`src/rtl/serial_add_pkg.sv`:
```
// Shared types and constants for the bit-serial adder controller.
package serial_add_pkg;

  localparam int unsigned SA_WIDTH = 8;

  typedef enum logic [1:0] {
    IDLE    = 2'b00,
    RUN     = 2'b01,
    DONE    = 2'b10,
    ILLEGAL = 2'b11
  } state_e;

endpackage

```
`src/rtl/serial_add_ctrl_if.sv`:
```
// Start/busy/done handshake plus operand and result buses of the serial adder.
interface serial_add_ctrl_if
  import serial_add_pkg::*;
#(
  parameter int unsigned WIDTH = SA_WIDTH
);

  logic             start;
  logic [WIDTH-1:0] a;
  logic [WIDTH-1:0] b;
  logic             busy;
  logic             done;
  logic [WIDTH-1:0] sum;
  logic             carry;

  modport master (output start, a, b, input busy, done, sum, carry);
  modport slave  (input start, a, b, output busy, done, sum, carry);

endinterface

```
`src/rtl/serial_add_ctrl_fulladder.sv`:
```
// One-bit full adder assembled from two half adders; the block's only arithmetic.
module halfAdder (
  input  logic a,
  input  logic b,
  output logic s,
  output logic c
);
  assign s = a ^ b;
  assign c = a & b;
endmodule

module fullAdder (
  input  logic a,
  input  logic b,
  input  logic cin,
  output logic s,
  output logic cout
);
  logic s1;
  logic c1;
  logic c2;

  halfAdder u_ha0 (.a(a),  .b(b),   .s(s1), .c(c1));
  halfAdder u_ha1 (.a(s1), .b(cin), .s(s),  .c(c2));

  assign cout = c1 | c2;
endmodule

```
`src/rtl/serial_add_ctrl.sv`:
```
// Bit-serial adder controller: sequences one full-adder cell over WIDTH cycles, LSB first.
module serial_add_ctrl
  import serial_add_pkg::*;
#(
  parameter int unsigned WIDTH = SA_WIDTH
) (
  input  logic              clk,
  input  logic              rst_n,
  serial_add_ctrl_if.slave  bus
);

  localparam int unsigned    CW   = (WIDTH > 1) ? $clog2(WIDTH) : 1;
  localparam logic [CW-1:0]  LAST = CW'(WIDTH - 1);

  state_e           state_q, state_d;
  logic [WIDTH-1:0] sa_q, sa_d;
  logic [WIDTH-1:0] sb_q, sb_d;
  logic [WIDTH-1:0] sr_q, sr_d;
  logic [WIDTH-1:0] sum_q, sum_d;
  logic [CW-1:0]    cnt_q, cnt_d;
  logic             cf_q, cf_d;
  logic             carry_q, carry_d;
  logic             fa_s;
  logic             fa_co;
  logic [WIDTH-1:0] sr_shift;

  fullAdder u_fa (
    .a   (sa_q[0]),
    .b   (sb_q[0]),
    .cin (cf_q),
    .s   (fa_s),
    .cout(fa_co)
  );

  always_comb begin
    state_d  = state_q;
    sa_d     = sa_q;
    sb_d     = sb_q;
    sr_d     = sr_q;
    cf_d     = cf_q;
    cnt_d    = cnt_q;
    sum_d    = sum_q;
    carry_d  = carry_q;
    // shift form stays legal when WIDTH == 1 (no sr[WIDTH-1:1] slice)
    sr_shift = (sr_q >> 1) | (WIDTH'(fa_s) << (WIDTH - 1));

    unique case (state_q)
      IDLE, DONE: begin
        state_d = IDLE;
        if (bus.start) begin
          sa_d    = bus.a;
          sb_d    = bus.b;
          cf_d    = 1'b0;
          cnt_d   = '0;
          state_d = RUN;
        end
      end
      RUN: begin
        sa_d  = sa_q >> 1;
        sb_d  = sb_q >> 1;
        sr_d  = sr_shift;
        cf_d  = fa_co;
        cnt_d = cnt_q + CW'(1);
        if (cnt_q == LAST) begin
          state_d = DONE;
          sum_d   = sr_shift;
          carry_d = fa_co;
        end
      end
      default: state_d = IDLE;
    endcase
  end

  always_ff @(posedge clk) begin
    if (!rst_n) begin
      state_q <= IDLE;
      sa_q    <= '0;
      sb_q    <= '0;
      sr_q    <= '0;
      cf_q    <= 1'b0;
      cnt_q   <= '0;
      sum_q   <= '0;
      carry_q <= 1'b0;
    end else begin
      state_q <= state_d;
      sa_q    <= sa_d;
      sb_q    <= sb_d;
      sr_q    <= sr_d;
      cf_q    <= cf_d;
      cnt_q   <= cnt_d;
      sum_q   <= sum_d;
      carry_q <= carry_d;
    end
  end

  assign bus.busy  = (state_q == RUN);
  assign bus.done  = (state_q == DONE);
  assign bus.sum   = sum_q;
  assign bus.carry = carry_q;

endmodule

```
`src/flat_wrapper.sv`:
```
// flat-port wrapper written by rule: the top's interface ports become plain ports
module serial_add_ctrl_flat import serial_add_pkg::*;
#(
  parameter int unsigned WIDTH = SA_WIDTH
)
  (clk, rst_n, bus_start, bus_a, bus_b, bus_busy, bus_done, bus_sum, bus_carry);
  serial_add_ctrl_if #(.WIDTH(WIDTH)) bus_i ();
  input  logic clk;
  input  logic rst_n;
  input wire logic [$bits(bus_i.start)-1:0] bus_start;
  input wire logic [$bits(bus_i.a)-1:0] bus_a;
  input wire logic [$bits(bus_i.b)-1:0] bus_b;
  output wire logic [$bits(bus_i.busy)-1:0] bus_busy;
  output wire logic [$bits(bus_i.done)-1:0] bus_done;
  output wire logic [$bits(bus_i.sum)-1:0] bus_sum;
  output wire logic [$bits(bus_i.carry)-1:0] bus_carry;
  assign bus_i.start = bus_start;
  assign bus_i.a = bus_a;
  assign bus_i.b = bus_b;
  assign bus_busy = bus_i.busy;
  assign bus_done = bus_i.done;
  assign bus_sum = bus_i.sum;
  assign bus_carry = bus_i.carry;
  serial_add_ctrl #(.WIDTH(WIDTH)) u_core (.clk(clk), .rst_n(rst_n), .bus(bus_i));
endmodule
```
`config.mk`:
```
export PLATFORM = sky130hd
export DESIGN_NAME = serial_add_ctrl_flat
export DESIGN_NICKNAME = d
export VERILOG_FILES = /design/src/rtl/serial_add_pkg.sv /design/src/rtl/serial_add_ctrl_if.sv /design/src/rtl/serial_add_ctrl_fulladder.sv /design/src/rtl/serial_add_ctrl.sv /design/src/flat_wrapper.sv
export SDC_FILE = /design/constraint.sdc
export NUM_CORES = 1
export LEC_CHECK = 0
export CORE_ASPECT_RATIO = 1.5
export CORE_UTILIZATION = 30
export DETAILED_ROUTE_END_ITERATION = 10
export GPL_TIMING_DRIVEN = 0
export SETUP_SLACK_MARGIN = 0.05
export SYNTH_ARGS = -nofsm -noshare
export SYNTH_HDL_FRONTEND = slang
export SYNTH_HIERARCHICAL = 1
export SYNTH_SLANG_ARGS = --single-unit
```
`constraint.sdc`:
```
create_clock -name clk -period 1.92 [get_ports clk]
set_clock_uncertainty 0.1 [all_clocks]
set_input_delay 0.576 -clock clk [delete_from_list [all_inputs] [get_ports clk]]
set_output_delay 0.576 -clock clk [all_outputs]
set_load 0.005 [all_outputs]
```
==> results.tsv <==
metric	value	unit
Synth cell types	25	
Startpoint Class	register	
Slew headroom	70.52	%
Max Freq	558.4	MHz
Final Critical Period	1.791	ns
worst-path cell chain	clkdlybuf4s50_1	
# rows	32	
Tcrit/Tclk final	93.27	%
Ant. Diodes	0	
critical path's largest stage delay	0.50	ns
Cells after DPL	286	
Worst-Margin Slew	0.4422	ns
pin count of the biggest net entering global routing	11	
setup ws final	0.1292	ns
chip height	93.12	um
antenna violations before repair	0	
final hold viol count	0	
EDFF count, synth	0	
Warnings, synthesis	6	
Req. time, crit path	1.24	ns
CP Launch Point	u_core/bus.carry$_SDFFE_PN0P_	
unrepaired setup endpoints after global routing	no	
Pwr Total	1.562	mW
non-filler cells, final	293	
IO Count	30	
status	complete, no violations	
Worst Setup End Kind	output port	
ranking of synthesized cells by area	dfxtp_1 (46%), nand2_1 (13%), a21boi_2 (5.4%), a31oi_1 (5.3%), a21boi_1 (5.0%)	
kind of critical path	reg2out	
R2R Setup Slk	0.45	ns
clk root buf	clkbuf_8	
Seq/Total Area, Yosys	45.82	%
hold_sp	u_core/sr_q[1]$_SDFFE_PN0N_	
die width	62.74	um
synthesized area	0.001660	mm2
Crit path buffers/inverters	1	
hpwl dp	2.416	mm
CTS sink count	38	
Hold Path Class	reg2reg	
Arr. time, crit path	1.11	ns
pwr/cell area	741.8	mW/mm2
Crit Reg-Reg Startpoint	u_core/cnt_q[0]$_SDFFE_PN0P_	
Maximum Capacitance Violations	0	
Mapped Cells	190	
GRT overflow	0	
WL/cell	11.64	um
Synth Flop Type	dfxtp_1	
Post-DRT Antenna Nets	0	
Static Leak	0.7491	nW
setup TNS	0	ns
average size of a mapped cell	8.739	um2
# DRC	0	
critical path's top delay family	buffers and inverters	
Final Wtd Congestion	0.7915	
reg2reg end	u_core/bus.carry$_SDFFE_PN0P_	
max-slew violations	0	
Hold Buf Count CTS	0	
Async SR Flop Fraction	0	%
routed wire length	3.411	mm
post-place setup slack	-0.07237	ns
Final setup viols	0	
die area	0.005842	mm2
Worst Hold Path EP	u_core/bus.sum[0]$_SDFFE_PN0P_	
# nets final	248	
synthesis-to-finish area growth	26.83	%
fillers	539	
H-tree depth	2	
initial core utilization	31.66	%
core area	0.005245	mm2
vias in the first global route	1329	
maximum VDD drop	0.0004189	V
Critical-path top delay cell	clkdlybuf4s50_1	
DRT Pass-1 Iters	4	
GRT Overall Usage	13.14	%
area leader, netlist	dfxtp_1	
vias	1358	
Layout Utilization	40.15	%
CTS tree	built	
first-pass GRT wire length	5.968	mm
vias per cell	4.635	
total CTS buffers	5	
CP Max Fanout	2	
Hold Crit Depth	2	
share of cells above drive strength 1	16.89	%
initial DRC count	45	
register bit total from synthesis	38	
R2R depth	5	
port buffer count	28	
Max clock buf depth	2	
syn nets	213	
Clock transition at path regs	0.07	ns
clock latency on the worst-skew pair	0.29	ns
top-area cell type share of the netlist area	45.82	%
==> routing by layer <==
layer / wire length (um) / GRT usage (%)
met5: 0 / 0
met4: 76 / 6.589
met3: 126 / 3.415
met2: 1688 / 23.19
met1: 1520 / 14.37
==> placed cells by master (no fill, tap or decap), drive strengths merged, types with 4 or more instances in the layout <==
master and n:
nand2 56, dfxtp 38, clkdlybuf4s50 26, a21boi 21, o21ai 15, a31oi 14
nand3 14, clkbuf 13, buf 11, ha 4
==> state kept, by name (all words and copies together) (netlist names) <==
register          count
u_core/bus.sum        8
u_core/sa_q           8
u_core/sb_q           8
u_core/sr_q           7
u_core/cnt_q          3
u_core/state_q        2
u_core/bus.carry      1
u_core/cf_q           1
==> worst max path at each step <==
stage	endpoint	slack (ns)	cells after the start
2_1_floorplan	bus_busy	0.52	4
3_3_place_gp	bus_busy	-0.05	5
3_5_place_dp	bus_busy	-0.07	5
4_1_cts	bus_busy	0.008	4
5_1_grt	bus_sum[6]	0.07	1
6_report	bus_carry	0.13	1
==> stage by stage <==
stage,hold WS [ns],area [um2]
detailed placement,0.3546,2026
floorplan,0.3388,1660
CTS,0.3623,2110
finish,0.3606,2106
global route,0.3742,2106
global placement,0.3474,2026
==> area by class of cell <==
| class | count | area (um2) | area share [%] |
|---|---|---|---|
| Tap cell | 68 | 85.08 | 4.040 |
| Clock buffer | 7 | 76.32 | 3.624 |
| Inverter | 1 | 8.758 | 0.4159 |
| Buffer | 15 | 93.84 | 4.456 |
| Sequential cell | 38 | 763.2 | 36.24 |
| Multi-Input combinational cell | 135 | 797.0 | 37.85 |
| Timing Repair Buffer | 29 | 281.5 | 13.37 |
==> timing repair <==
action	in CTS	in global routing
setup buffers	1	0
setup endpoints to repair	2	1
gates resized for setup	6	2
endpoints found under the hold margin	0	0
==> report_power, final <==
part / total [mW] / switching (mW) / internal, mW
combinational: 0.207 / 0.107 / 0.0995
sequential: 0.847 / 0.0203 / 0.827
clock: 0.509 / 0.259 / 0.250
==> cells by family after synthesis <==
group	count (synthesis)	synth area share, %
and+or+nand+nor	80	22.98
AOI/OAI and AO/OA	51	21.55
DFF	38	45.82
buffers and inverters	17	6.630
adders and majority gates	4	3.014
==> Yosys cell counts, types with 2 or more instances <==
master    number
nand3_1        6
dfxtp_1       38
a21boi_2       8
nand2b_1       2
nand3_2        8
nand2_1       56
a21boi_1      11
buf_6          2
a21boi_0       2
buf_4          3
and3_1         2
ha_1           4
clkbuf_1       4
buf_2          5
o21ai_0       15
nor2b_1        2
a31oi_1       14
Power figures use the tool's default switching activity.
==> edit (same settings) <==
Take the reset off `sa_q`, `sb_q`, `sr_q` and `sum_q` and load them in a clocked block of their own.
--- a/src/rtl/serial_add_ctrl.sv
+++ b/src/rtl/serial_add_ctrl.sv
@@ -76,8 +76,4 @@
       state_q <= IDLE;
-      sa_q    <= '0;
-      sb_q    <= '0;
-      sr_q    <= '0;
       cf_q    <= 1'b0;
       cnt_q   <= '0;
-      sum_q   <= '0;
       carry_q <= 1'b0;
@@ -85,10 +81,13 @@
       state_q <= state_d;
-      sa_q    <= sa_d;
-      sb_q    <= sb_d;
-      sr_q    <= sr_d;
       cf_q    <= cf_d;
       cnt_q   <= cnt_d;
-      sum_q   <= sum_d;
       carry_q <= carry_d;
     end
+  end
+
+  always_ff @(posedge clk) begin
+    sa_q  <= sa_d;
+    sb_q  <= sb_d;
+    sr_q  <= sr_d;
+    sum_q <= sum_d;
   end
Formal check against the unedited RTL: differs if rst_n is asserted again (counterexample within 10 cycles, from zero or initial values and one cycle with rst_n low); with rst_n held inactive, the same outputs for 10 cycles.
==> edit against the unedited design <==
- power up 19%
- maximum frequency fell by 1.1%
- worst setup slack worse by 0.020 ns
- final area is 0.59% lower
- synthesized area shrank 4.2%
- count of clock-buffer cells in the layout is 2 lower
- critical path depth did not move
- non-clock buffer count shrank 9
- clock power up 32%
- routed wire length fell by 29%
- sequential share of layout area rose by 15 points
- sequential cell count did not move
- final cell count is 33% lower
==> edit: results (changes against the unedited design) <==
Run status
  – Outcome: completed

Timing
  – Worst Max-Slew Pin Slew: 0.413 ns (-0.0293 ns)
  – Max-slew violations: 0 (unchanged)

Route
  – Routed via count: 850 (-37%)
  – DR pass1 iterations: 4 (unchanged)
  – DR iter-0 viols: 19 (-58%)
  – WL final: 2420 um (-29%)

Yosys
  – Number of synthesized flops with an enable pin: 31 (+31)
  – Register area share after synthesis: 67.3% (+22 points)
  – Synth warnings: 6 (unchanged)
  – Most instantiated cells after synthesis: edfxtp_1, mux2_4, dfxtp_1
  – Asr flop ratio synth: 0% (unchanged)
  – Area contributors post-synth: edfxtp_1, mux2_4, dfxtp_1, ha_1, nor2b_1
  – Post-Syn Nets: 113 (-47%)
  – Synth cell types: 24 (-4.0%)
  – Most frequent cell after synthesis: edfxtp_1

Clocking
  – Clock Pin Slew Worst Setup and Hold Paths: around 0.080 ns
  – H-Tree Depth: 2 (unchanged)
  – Clock buffer depth: 2 (unchanged)
  – Clock network latency to the later pin of the worst-skew pair: 0.29 ns (about the same)
  – Inserted Clock Buffers: 5 (unchanged)
  – Root Buffer: clkbuf_8

Setup path
  – Delay-heaviest family, CP: buffers and inverters
  – Maximum fanout along the worst path: 2 (unchanged)
  – Max incr delay on CP: 0.50 ns (about the same)
  – Worst path slowest cell: clkdlybuf4s50_1
  – Critical Path AT: 1.13 ns (+0.02 ns)

Finish
  – NumNets Final: 151 (-39%)
  – Ant. Diodes: 0 (unchanged)
  – Layout cells sized above 1: 25.6% (+8.7 points)

Place
  – Routability cong.: 0.692 (-13%)
  – Port buffer count: 29 (+3.6%)
  – Post-DP Area: 1970 um2 (-3.0%)
  – HPWL after DPL: 1690 um (-30%)

Power and ir drop
  – Lkg Pwr: 0.774 nW (+3.3%)
  – Worst vdd ir: 0.500 mV (+19%)

Global route
  – Antenna violations before repair: 0 (unchanged)
  – Total GRT Usage: 9.70% (-3.4 points)
  – Number of global-route vias before repair: 835 (-37%)
  – Largest net degree at the start of global routing: 17 (+6)
  – First-pass GRT wire length: 3910 um (-34%)

Min path
  – Worst Hold Class: flip-flop to flip-flop
## edit: cell types whose count changed after synthesis, moves of 11 or more
cell,change
a21boi_1,-11
a31oi_1,-14
mux2_4,+14
edfxtp_1,+31
dfxtp_1,-31
nand2_1,-55
o21ai_0,-11
## edit: final timing paths
kind / startpoint / endpoint / slack (ns) / cells after the start
min reg2reg: u_core/sr_q[1] / u_core/bus.sum[0] / 0.34 / 0
max: u_core/bus.carry / bus_carry / 0.11 / 1
min: u_core/sr_q[1] / u_core/bus.sum[0] / 0.34 / 0
max reg2reg: u_core/state_q[1] / u_core/sb_q[3] / 0.22 / 5
## edit: kinds of logic (layout without fill, tap and decap cells)
kind of cell	Yosys count	after routing	synth area share [%]
AO/OA/AOI/OAI	9	9	3.23
adder cells (fa/ha/maj)	4	4	3.15
flip-flops	38	38	67.3
AND/OR/NAND/NOR	17	17	7.40
buffers and inverters	4	43	3.23
multiplexers	17	17	15.1
XOR/XNOR	1	1	0.551
## edit: where the power goes
part / internal, mW / switching, mW / total, mW
Sequential: 0.969 / 0.0233 / 0.993
Clock: 0.386 / 0.286 / 0.672
Combinational: 0.125 / 0.0765 / 0.201
Total: 1.48 / 0.385 / 1.87
## edit: final cells by class
type,instances,area [um2]
tap,68,85.1
sequential,38,1070
timing repair buffer,31,299
buffer,4,53.8
multi-input combinational,48,470
clock inverter,3,45.0
clock buffer,5,68.8
fill,502,3030
## edit: layer usage
layer	track usage (%)	vias up	part of all wire, %
met5	0	-	0
met4	4.44	0	1.6
met3	2.99	4	4.8
met2	15.8	25	53
met1	11.3	408	41
li1	-	413	-
## edit: through the flow
stage | instances | hold WS, ns | worst slack [ns]
after floorplan | 90 | 0.300 | 0.253
after global placement | 187 | 0.304 | -0.382
after detailed placement | 187 | 0.332 | -0.415
after CTS | 197 | 0.351 | 0.0434
after global routing | 197 | 0.362 | 0.0544
final | 197 | 0.338 | 0.110
## edit: what timing repair did
item / in CTS / in global routing
setup endpoints to repair: 18 / 1
endpoints found under the hold margin: 0 / 0
gates resized for setup: 4 / 2
setup buffers: 2 / 0
